File: src/rtl/mem8x8_ctrl_pkg.sv
// Shared definitions for the mem8x8 access controller: FSM states, default widths
// and a helper that sizes requester-index fields.
package mem8x8_ctrl_pkg;

   typedef enum logic [1:0] {
      ST_IDLE   = 2'd0,
      ST_SETUP  = 2'd1,
      ST_STROBE = 2'd2,
      ST_HOLD   = 2'd3
   } state_t;

   localparam int DEF_N_REQ      = 2;
   localparam int DEF_ADDR_W     = 3;
   localparam int DEF_DATA_W     = 8;
   localparam int DEF_STROBE_CYC = 1;

   // Index width that stays legal (>=1 bit) even for a single requester.
   function automatic int idx_w(input int n);
      return (n > 1) ? $clog2(n) : 1;
   endfunction

endpackage

File: src/rtl/mem8x8_ctrl_rr_arbiter.sv
// Combinational round-robin arbiter: searches from (ptr+1) upward with wrap and
// returns the first active request as both a one-hot grant and a binary index.
module mem8x8_ctrl_rr_arbiter
   import mem8x8_ctrl_pkg::*;
#(
   parameter int N_REQ = DEF_N_REQ,
   parameter int PW    = idx_w(DEF_N_REQ)
) (
   input  logic [N_REQ-1:0] req_i,
   input  logic [PW-1:0]    ptr_i,
   output logic [N_REQ-1:0] gnt_o,
   output logic [PW-1:0]    idx_o,
   output logic             valid_o
);

   int cand;

   always_comb begin
      gnt_o   = '0;
      idx_o   = '0;
      valid_o = 1'b0;
      cand    = 0;
      for (int off = 1; off <= N_REQ; off++) begin
         cand = int'(ptr_i) + off;
         if (cand >= N_REQ) begin
            cand = cand - N_REQ;
         end
         if (!valid_o && req_i[cand]) begin
            valid_o     = 1'b1;
            gnt_o[cand] = 1'b1;
            idx_o       = PW'(cand);
         end
      end
   end

endmodule

File: src/rtl/mem8x8_ctrl.sv
// Access controller for the mem8x8 bitcell array: round-robin arbitration and a
// registered SETUP -> STROBE -> HOLD sequence on one-hot row strobes.
module mem8x8_ctrl
   import mem8x8_ctrl_pkg::*;
#(
   parameter int N_REQ      = DEF_N_REQ,
   parameter int ADDR_W     = DEF_ADDR_W,
   parameter int DATA_W     = DEF_DATA_W,
   parameter int STROBE_CYC = DEF_STROBE_CYC
) (
   input  logic                      clk,
   input  logic                      rst_n,
   input  logic [N_REQ-1:0]          req,
   input  logic [N_REQ-1:0]          wr,
   input  logic [N_REQ*ADDR_W-1:0]   addr,
   input  logic [N_REQ*DATA_W-1:0]   wdata,
   output logic [N_REQ-1:0]          gnt,
   output logic [N_REQ-1:0]          ack,
   output logic [DATA_W-1:0]         rdata,
   output logic                      busy,
   output logic [DATA_W-1:0]         mem_inp,
   output logic [(1<<ADDR_W)-1:0]    mem_we,
   output logic [(1<<ADDR_W)-1:0]    mem_re,
   input  logic [DATA_W-1:0]         mem_outp
);

   localparam int ROWS  = 1 << ADDR_W;
   localparam int PW    = idx_w(N_REQ);
   localparam int CNT_W = (STROBE_CYC > 1) ? $clog2(STROBE_CYC) : 1;

   state_t              state_q;
   logic [N_REQ-1:0]    gnt_q, ack_q;
   logic [DATA_W-1:0]   rdata_q, mem_inp_q, wdata_q;
   logic [ROWS-1:0]     mem_we_q, mem_re_q;
   logic                busy_q, wr_q;
   logic [PW-1:0]       ptr_q, owner_q;
   logic [ADDR_W-1:0]   addr_q;
   logic [CNT_W-1:0]    cnt_q;

   logic [N_REQ-1:0]    arb_gnt;
   logic [PW-1:0]       arb_idx;
   logic                arb_valid;
   logic [ROWS-1:0]     row_sel;

   mem8x8_ctrl_rr_arbiter #(
      .N_REQ (N_REQ),
      .PW    (PW)
   ) u_arb (
      .req_i   (req),
      .ptr_i   (ptr_q),
      .gnt_o   (arb_gnt),
      .idx_o   (arb_idx),
      .valid_o (arb_valid)
   );

   assign row_sel = ROWS'(1) << addr_q;

   always_ff @(posedge clk) begin
      if (!rst_n) begin
         state_q   <= ST_IDLE;
         gnt_q     <= '0;
         ack_q     <= '0;
         rdata_q   <= '0;
         mem_inp_q <= '0;
         mem_we_q  <= '0;
         mem_re_q  <= '0;
         busy_q    <= 1'b0;
         ptr_q     <= PW'(N_REQ - 1);
         owner_q   <= '0;
         wr_q      <= 1'b0;
         addr_q    <= '0;
         wdata_q   <= '0;
         cnt_q     <= '0;
      end else begin
         ack_q <= '0;
         case (state_q)
            ST_IDLE: begin
               if (arb_valid) begin
                  // Requester inputs are captured here; later changes are ignored.
                  gnt_q     <= arb_gnt;
                  owner_q   <= arb_idx;
                  wr_q      <= wr[arb_idx];
                  addr_q    <= addr[arb_idx*ADDR_W +: ADDR_W];
                  wdata_q   <= wdata[arb_idx*DATA_W +: DATA_W];
                  mem_inp_q <= wr[arb_idx] ? wdata[arb_idx*DATA_W +: DATA_W] : '0;
                  busy_q    <= 1'b1;
                  state_q   <= ST_SETUP;
               end
            end
            ST_SETUP: begin
               cnt_q    <= '0;
               mem_we_q <= wr_q ? row_sel : '0;
               mem_re_q <= wr_q ? '0 : row_sel;
               state_q  <= ST_STROBE;
            end
            ST_STROBE: begin
               if (cnt_q == CNT_W'(STROBE_CYC - 1)) begin
                  mem_we_q <= '0;
                  mem_re_q <= '0;
                  ack_q    <= gnt_q;
                  if (!wr_q) begin
                     rdata_q <= mem_outp;
                  end
                  state_q  <= ST_HOLD;
               end else begin
                  cnt_q <= cnt_q + 1'b1;
               end
            end
            ST_HOLD: begin
               gnt_q     <= '0;
               mem_inp_q <= '0;
               busy_q    <= 1'b0;
               ptr_q     <= owner_q;
               state_q   <= ST_IDLE;
            end
            default: state_q <= ST_IDLE;
         endcase
      end
   end

   assign gnt     = gnt_q;
   assign ack     = ack_q;
   assign rdata   = rdata_q;
   assign busy    = busy_q;
   assign mem_inp = mem_inp_q;
   assign mem_we  = mem_we_q;
   assign mem_re  = mem_re_q;

   // wdata_q keeps the captured word for the whole transaction.
   logic unused_wdata;
   assign unused_wdata = ^wdata_q;

endmodule

File: config.mk
export PLATFORM = sky130hd
export DESIGN_NAME = mem8x8_ctrl
export DESIGN_NICKNAME = d
export VERILOG_FILES = /design/src/rtl/mem8x8_ctrl_pkg.sv /design/src/rtl/mem8x8_ctrl_rr_arbiter.sv /design/src/rtl/mem8x8_ctrl.sv
export SDC_FILE = /design/constraint.sdc
export NUM_CORES = 1
export LEC_CHECK = 0
export BUFFER_PORTS_ARGS = -buffer_cell sky130_fd_sc_hd__buf_2
export CORE_ASPECT_RATIO = 1.1
export CORE_MARGIN = 5
export CORE_UTILIZATION = 45
export CTS_CLUSTER_SIZE = 25
export DETAILED_ROUTE_END_ITERATION = 8
export GPL_TIMING_DRIVEN = 0
export PLACE_DENSITY_LB_ADDON = 0.1
export SETUP_SLACK_MARGIN = 0.5
export SLEW_MARGIN = 30
export SYNTH_ARGS = -nofsm -noshare
export SYNTH_HDL_FRONTEND = slang
export SYNTH_HIERARCHICAL = 1
export SYNTH_SLANG_ARGS = --single-unit
File: constraint.sdc
create_clock -name clk -period 1.78 [get_ports clk]
set_input_delay 0.267 -clock clk [delete_from_list [all_inputs] [get_ports clk]]
set_output_delay 0.267 -clock clk [all_outputs]
set_load 0.02 [all_outputs]
* After elaboration in Yosys (flattened, before gate mapping)
Index checks and enable logic that the tools add are counted.
** Word-level totals
- Bits in registers :: 46
- Input port bits :: 36
- Output and inout bits :: 37
- Word-level logic and storage cells :: 89
** Operators by class
- Add/subtract/negate cells :: 5
- $mul :: 1
- Magnitude comparators :: 7
- Equality and inequality tests :: 5
- Shift-type cells :: 3
- Muxes and demuxes :: 37
- Bitwise logic cells :: 5
- Reduce and logical (&&, ||, !) cells :: 13
** Operators by type and width (count)
- 32-bit by 1-bit greater-or-equal comparator with 1-bit output, second input constant :: 2
- 32-bit by 3-bit greater-or-equal comparator with 1-bit output, second input constant :: 2
- 32-bit by 3-bit < comparator with 1-bit output, second input constant :: 2
- 32-bit 2-to-1 mux :: 2
- 32-bit by 3-bit subtractor with 32-bit output, second input constant :: 2
- 8-bit one-hot mux with 2 select lines :: 3
- 8-bit 2-to-1 mux :: 5
- 1-bit 2-to-1 mux :: 16
- 16-bit by 5-bit variable part select with 8-bit output :: 1
- 2-bit 2-to-1 mux :: 5
- 2-bit one-hot mux with 4 select lines :: 1
- 2-bit AND reduction :: 4
- 1-bit by 3-bit left shift with 8-bit output, first input constant :: 1
- 6-bit by 4-bit variable part select with 3-bit output :: 1
- 2-bit == test, second input constant :: 2
- 2-bit != test, second input constant :: 2
- 1-bit inverter :: 4
- 1-bit one-hot mux with 2 select lines :: 2
- 2-bit one-hot mux with 2 select lines :: 1
- 2-bit nonzero test :: 2
- 1-bit by 2-bit adder with 3-bit output, second input constant :: 1
- 1-bit logical AND :: 3
- 1-bit by 2-bit multiplier with 3-bit output, second input constant :: 1
- 3-bit AND reduction :: 1
- 9 further kinds :: 10

* Logic depth before layout (Yosys ltp)
- Word-level depth :: 15
- Mapped depth :: 7
- Mapped depth without buffers :: 5

* Hierarchy
Netlist, hierarchy kept.
** By module, submodules not included
- mem8x8_ctrl :: times used 1, cells each 175, area each 1885.6 um^2, seq. area each 900.9 um^2
- mem8x8_ctrl_rr_arbiter :: times used 1, cells each 5, area each 32.5 um^2, seq. area each 0.0 um^2

* Worst setup path before layout
OpenSTA, ideal clock, no wires.
- Kind :: flip-flop to flip-flop
- Start :: register state_q[1]
- End :: register mem_inp_q[0], in the netlist mem_inp[0]
- Library setup time :: 0.118 ns
- Data arrival time :: 1.266 ns
- Data required time :: 1.662 ns
- Setup slack :: 0.396 ns
- Stages on the path, launching flop included :: 8
- Buffers on the path :: 2
- Period minus slack after synthesis :: 1.384 ns
- Cells stage by stage :: dfxtp_1 > inv_1 > ha_1 > nor2b_1 > buf_6 > o21a_1 > buf_6 > o2bb2ai_1
** Between the ends
- Longest elaborated chain between the ends :: 3
- Elaborated cells between the ends (all ways) :: 6
- Those cells by class :: eq/ne (2); mux (1); reduce/logical (3)
** RTL lines
- from (decl) :: line mem8x8_ctrl.sv:31 : state_t state_q;
- from (signal assigned) :: line mem8x8_ctrl.sv:60 : state_q <= ST_IDLE;
- from (signal assigned) :: line mem8x8_ctrl.sv:87 : state_q <= ST_SETUP;
- from (signal assigned) :: line mem8x8_ctrl.sv:94 : state_q <= ST_STROBE;
- 2-bit == test / 2-bit logical NOT (equally long branches) :: line mem8x8_ctrl.sv:76 : case (state_q)
- 2-bit nonzero test (no source line) / 2-bit != test (equally long branches)
- 2-bit AND reduction (no source line)
- to (signal assigned) :: line mem8x8_ctrl.sv:85 : mem_inp_q <= wr[arb_idx] ? wdata[arb_idx*DATA_W +: DATA_W] : '0;
- to (decl) :: line mem8x8_ctrl.sv:33 : logic [DATA_W-1:0] rdata_q, mem_inp_q, wdata_q;
Several ways; a longest one is shown, not always the timed one.
A chain may end at the register's enable or synchronous reset.

* Final worst setup path
- Start :: register state_q[0]
- End :: register mem_inp_q[0], in the netlist mem_inp[0]
The elaborated chain is that of the path after synthesis.

==> metrics.yaml <==
sta:
  tightestPinTransition_ps: 424
  timing.fmax_ghz: 0.734
  rsz0062_at_grt: "yes"
  hold_viol: 0
  final_max_slew_viol_count: 0
  finClkSkew_ps: 6.49
  min_period_ps: 1360
  slew_headroom_pct: 71.7
  whs_ps: 230
  period_share_pct: 76.5
  setup_violations: 0
  finalSetupTns_ps: 0
clock_tree:
  cts_tree: "yes"
  numCtsBuffers: 5
  cts_sinks: 45
  cts_hold_buffers: 0
  clock_latency_ps: 290
  cts_root_buf: "clkbuf_8"
  clock_path_buffers: 2
  path_clk_slew_ps: 80
  htreeDepth: 2
layout:
  design_area_um2: 2630
  antennaDiodeCount: 0
  area_delta_synth_final_pct: 37.1
  mostFrequentLayoutCell: "buf_2"
  layout_common_cells: "buf_2 (73), dfxtp_1 (42), mux2i_1 (22)"
  drive_above_1_share_pct: 44.4
  fin_nets: 309
floorplanning:
  ioPinCount: 73
  initial_core_util_pct: 45.4
  dieWidth_um: 72.3
  die_h_um: 78.5
  fp.coreArea_um2: 4220
  row_count: 25
  dieArea_um2: 5670
worst_setup_path:
  critPathMostFrequentCell: "buf_6"
  slowest_stage: "dfxtp_2"
  critPathMaxStageDelay_ps: 360
  critPathMaxFanout: 8
  path_class: "flip-flop to flip-flop"
  crit_path_cell_trace: "inv_4 > ha_4 > nor2b_4 > buf_6 > o21a_1 > buf_6 > o2bb2ai_2"
  critPathLaunchType: "flip-flop"
  r2r_start: "state_q[0]$_SDFFE_PN0P_"
  cp-startpoint: "state_q[0]$_SDFFE_PN0P_"
  crit_path_end_kind: "flip-flop"
  arrival_ps: 1550
  critPathRequiredTime_ps: 1970
drt:
  drt_iter0_markers: 77
  dr_total_vias: 1601
  wl_per_cell_um: 13.3
  drtPass1Iterations: 4
  vias_per_cell: 4.94
  wl_um: 4300
  antenna_left: 0
  drc: 0
flow_run:
  drv_cap: 0
placement:
  gp_congestion: 0.694
  dpl_cell_area_um2: 2360
  dp_hpwl_um: 3190
  portBuffers: 71
power:
  peakVddDrop_mv: 0.604
  finalPower_mw: 3.51
  leakagePower_nw: 1.21
  power_density_nw_per_um2: 1330
logic_synthesis:
  ys_seq_elements: 45
  avgSynthCellArea_um2: 10.7
  yosysSeqAreaShare_pct: 47.0
  netlist_instances: 180
  ys_warn_count: 6
  synth_fp_nets: 220
  synth.distinct_cells: 28
  synth_area_um2: 1920
global_route:
  antenna_found_initial: 0
  grt_pass1_wl_um: 6960
  grt_pass1_vias: 1521
  grt_max_degree: 15
  overflow: 0
  track_usage_pct: 15.4
min_path:
  hp-class: "input pin to flip-flop"
  hp-start: "wdata[6]"
run_status:
  status: "completed"
## area by class of cell
class                   instances  area (µm²)
multi-input cells             120         983
inverters                       3        16.3
clock inverters                 2        13.8
plain buffers                  12         105
fillers                       400        1590
flip-flops and latches         45         907
repair buffers                 82         454
clock buffers                   6        82.6
well taps                      54        67.6
## metal layers
layer  vias up  wire length (µm)  global-route usage (%)  share of wire, %
li1        819                 -                       -                 -
met1       717              1930                    19.5                45
met2        58              1970                    24.5                46
met3         7               343                    5.12               8.0
met4         0                53                    4.70               1.2
met5         -                 0                       0                 0
## critical path: cells and delay by family, from the launching register on
family	cells	cell delay, ps
AO/OA/AOI/OAI	2	290
adder cells (fa/ha/maj)	1	160
buffers and inverters	3	320
flip-flops	1	360
AND/OR/NAND/NOR	1	120
## Yosys cell counts
| cell | n | area (µm²) |
|---|---|---|
| or2_1 | 1 | 6.26 |
| a21boi_1 | 1 | 7.51 |
| ha_1 | 4 | 50.1 |
| o21ai_0 | 18 | 90.1 |
| nand4b_4 | 1 | 23.8 |
| buf_4 | 2 | 15.0 |
| o311a_2 | 1 | 11.3 |
| o21bai_1 | 1 | 7.51 |
| nand4b_1 | 1 | 8.76 |
| buf_2 | 2 | 10.0 |
| buf_6 | 5 | 56.3 |
| and3_1 | 2 | 12.5 |
| dfxtp_1 | 45 | 901 |
| nand2_1 | 8 | 30.0 |
| nor2_1 | 3 | 11.3 |
| and2b_1 | 1 | 7.51 |
| and2_2 | 1 | 7.51 |
| nand3_1 | 2 | 10.0 |
| o2bb2ai_1 | 8 | 70.1 |
| nor2b_1 | 13 | 81.3 |
| o211a_1 | 3 | 30.0 |
| o21a_1 | 1 | 7.51 |
| clkbuf_1 | 3 | 11.3 |
| mux2_4 | 1 | 15.0 |
| inv_1 | 3 | 11.3 |
| nand3b_1 | 21 | 158 |
| mux2i_1 | 23 | 230 |
| a21boi_0 | 5 | 37.5 |
## flip-flops by register name, summed over array words and instances (netlist names)
signal	count
wr_q	1
owner_q	1
addr_q	3
mem_we	8
ack	2
ptr_q	1
mem_inp	8
gnt	2
rdata	8
busy	1
mem_re	8
state_q	2
## per-stage QoR
stage,cells,util [%],worst slack [ps]
after floorplan,180,-,501
after global placement,305,56.0,374
after detailed placement,305,56.0,354
after CTS,320,60.4,392
after global routing,324,62.3,366
final,324,62.3,418
## report_power, final
group          internal, mW  leakage (nW)  total (mW)  switching, mW
logic                 0.768         0.789        1.52          0.756
clock network         0.315        0.0512       0.654          0.339
registers              1.20         0.367        1.33          0.138
total                  2.28          1.21        3.51           1.23
## what timing repair did
item                                    CTS  global route
endpoints found under the setup margin   31            38
resized for setup                        14            25
cloned                                    0             0
pin swaps                                 4            13
setup buffers                             7             4
## path summary, 6_finish.rpt
check | endpoint | slack (ps) | cells past startpoint
setup / recovery | mem_inp[0]$_SDFFE_PN0P_ | 420 | 7
hold / removal | mem_inp[6]$_SDFFE_PN0P_ | 230 | 3
setup reg to reg | mem_inp[0]$_SDFFE_PN0P_ | 420 | 7
hold reg to reg | mem_inp[4]$_SDFFE_PN0P_ | 470 | 1
## logic make-up (layout without fill, tap and decap cells)
logic type,after synthesis,count (layout),synth area share [%]
mux,24,24,12.8
buf+inv,15,105,5.41
simple gates,54,54,18.6
fa+ha+maj,4,4,2.61
compound gates,38,38,13.6
flops,45,45,47.0
(Power assumes the default switching activity.)
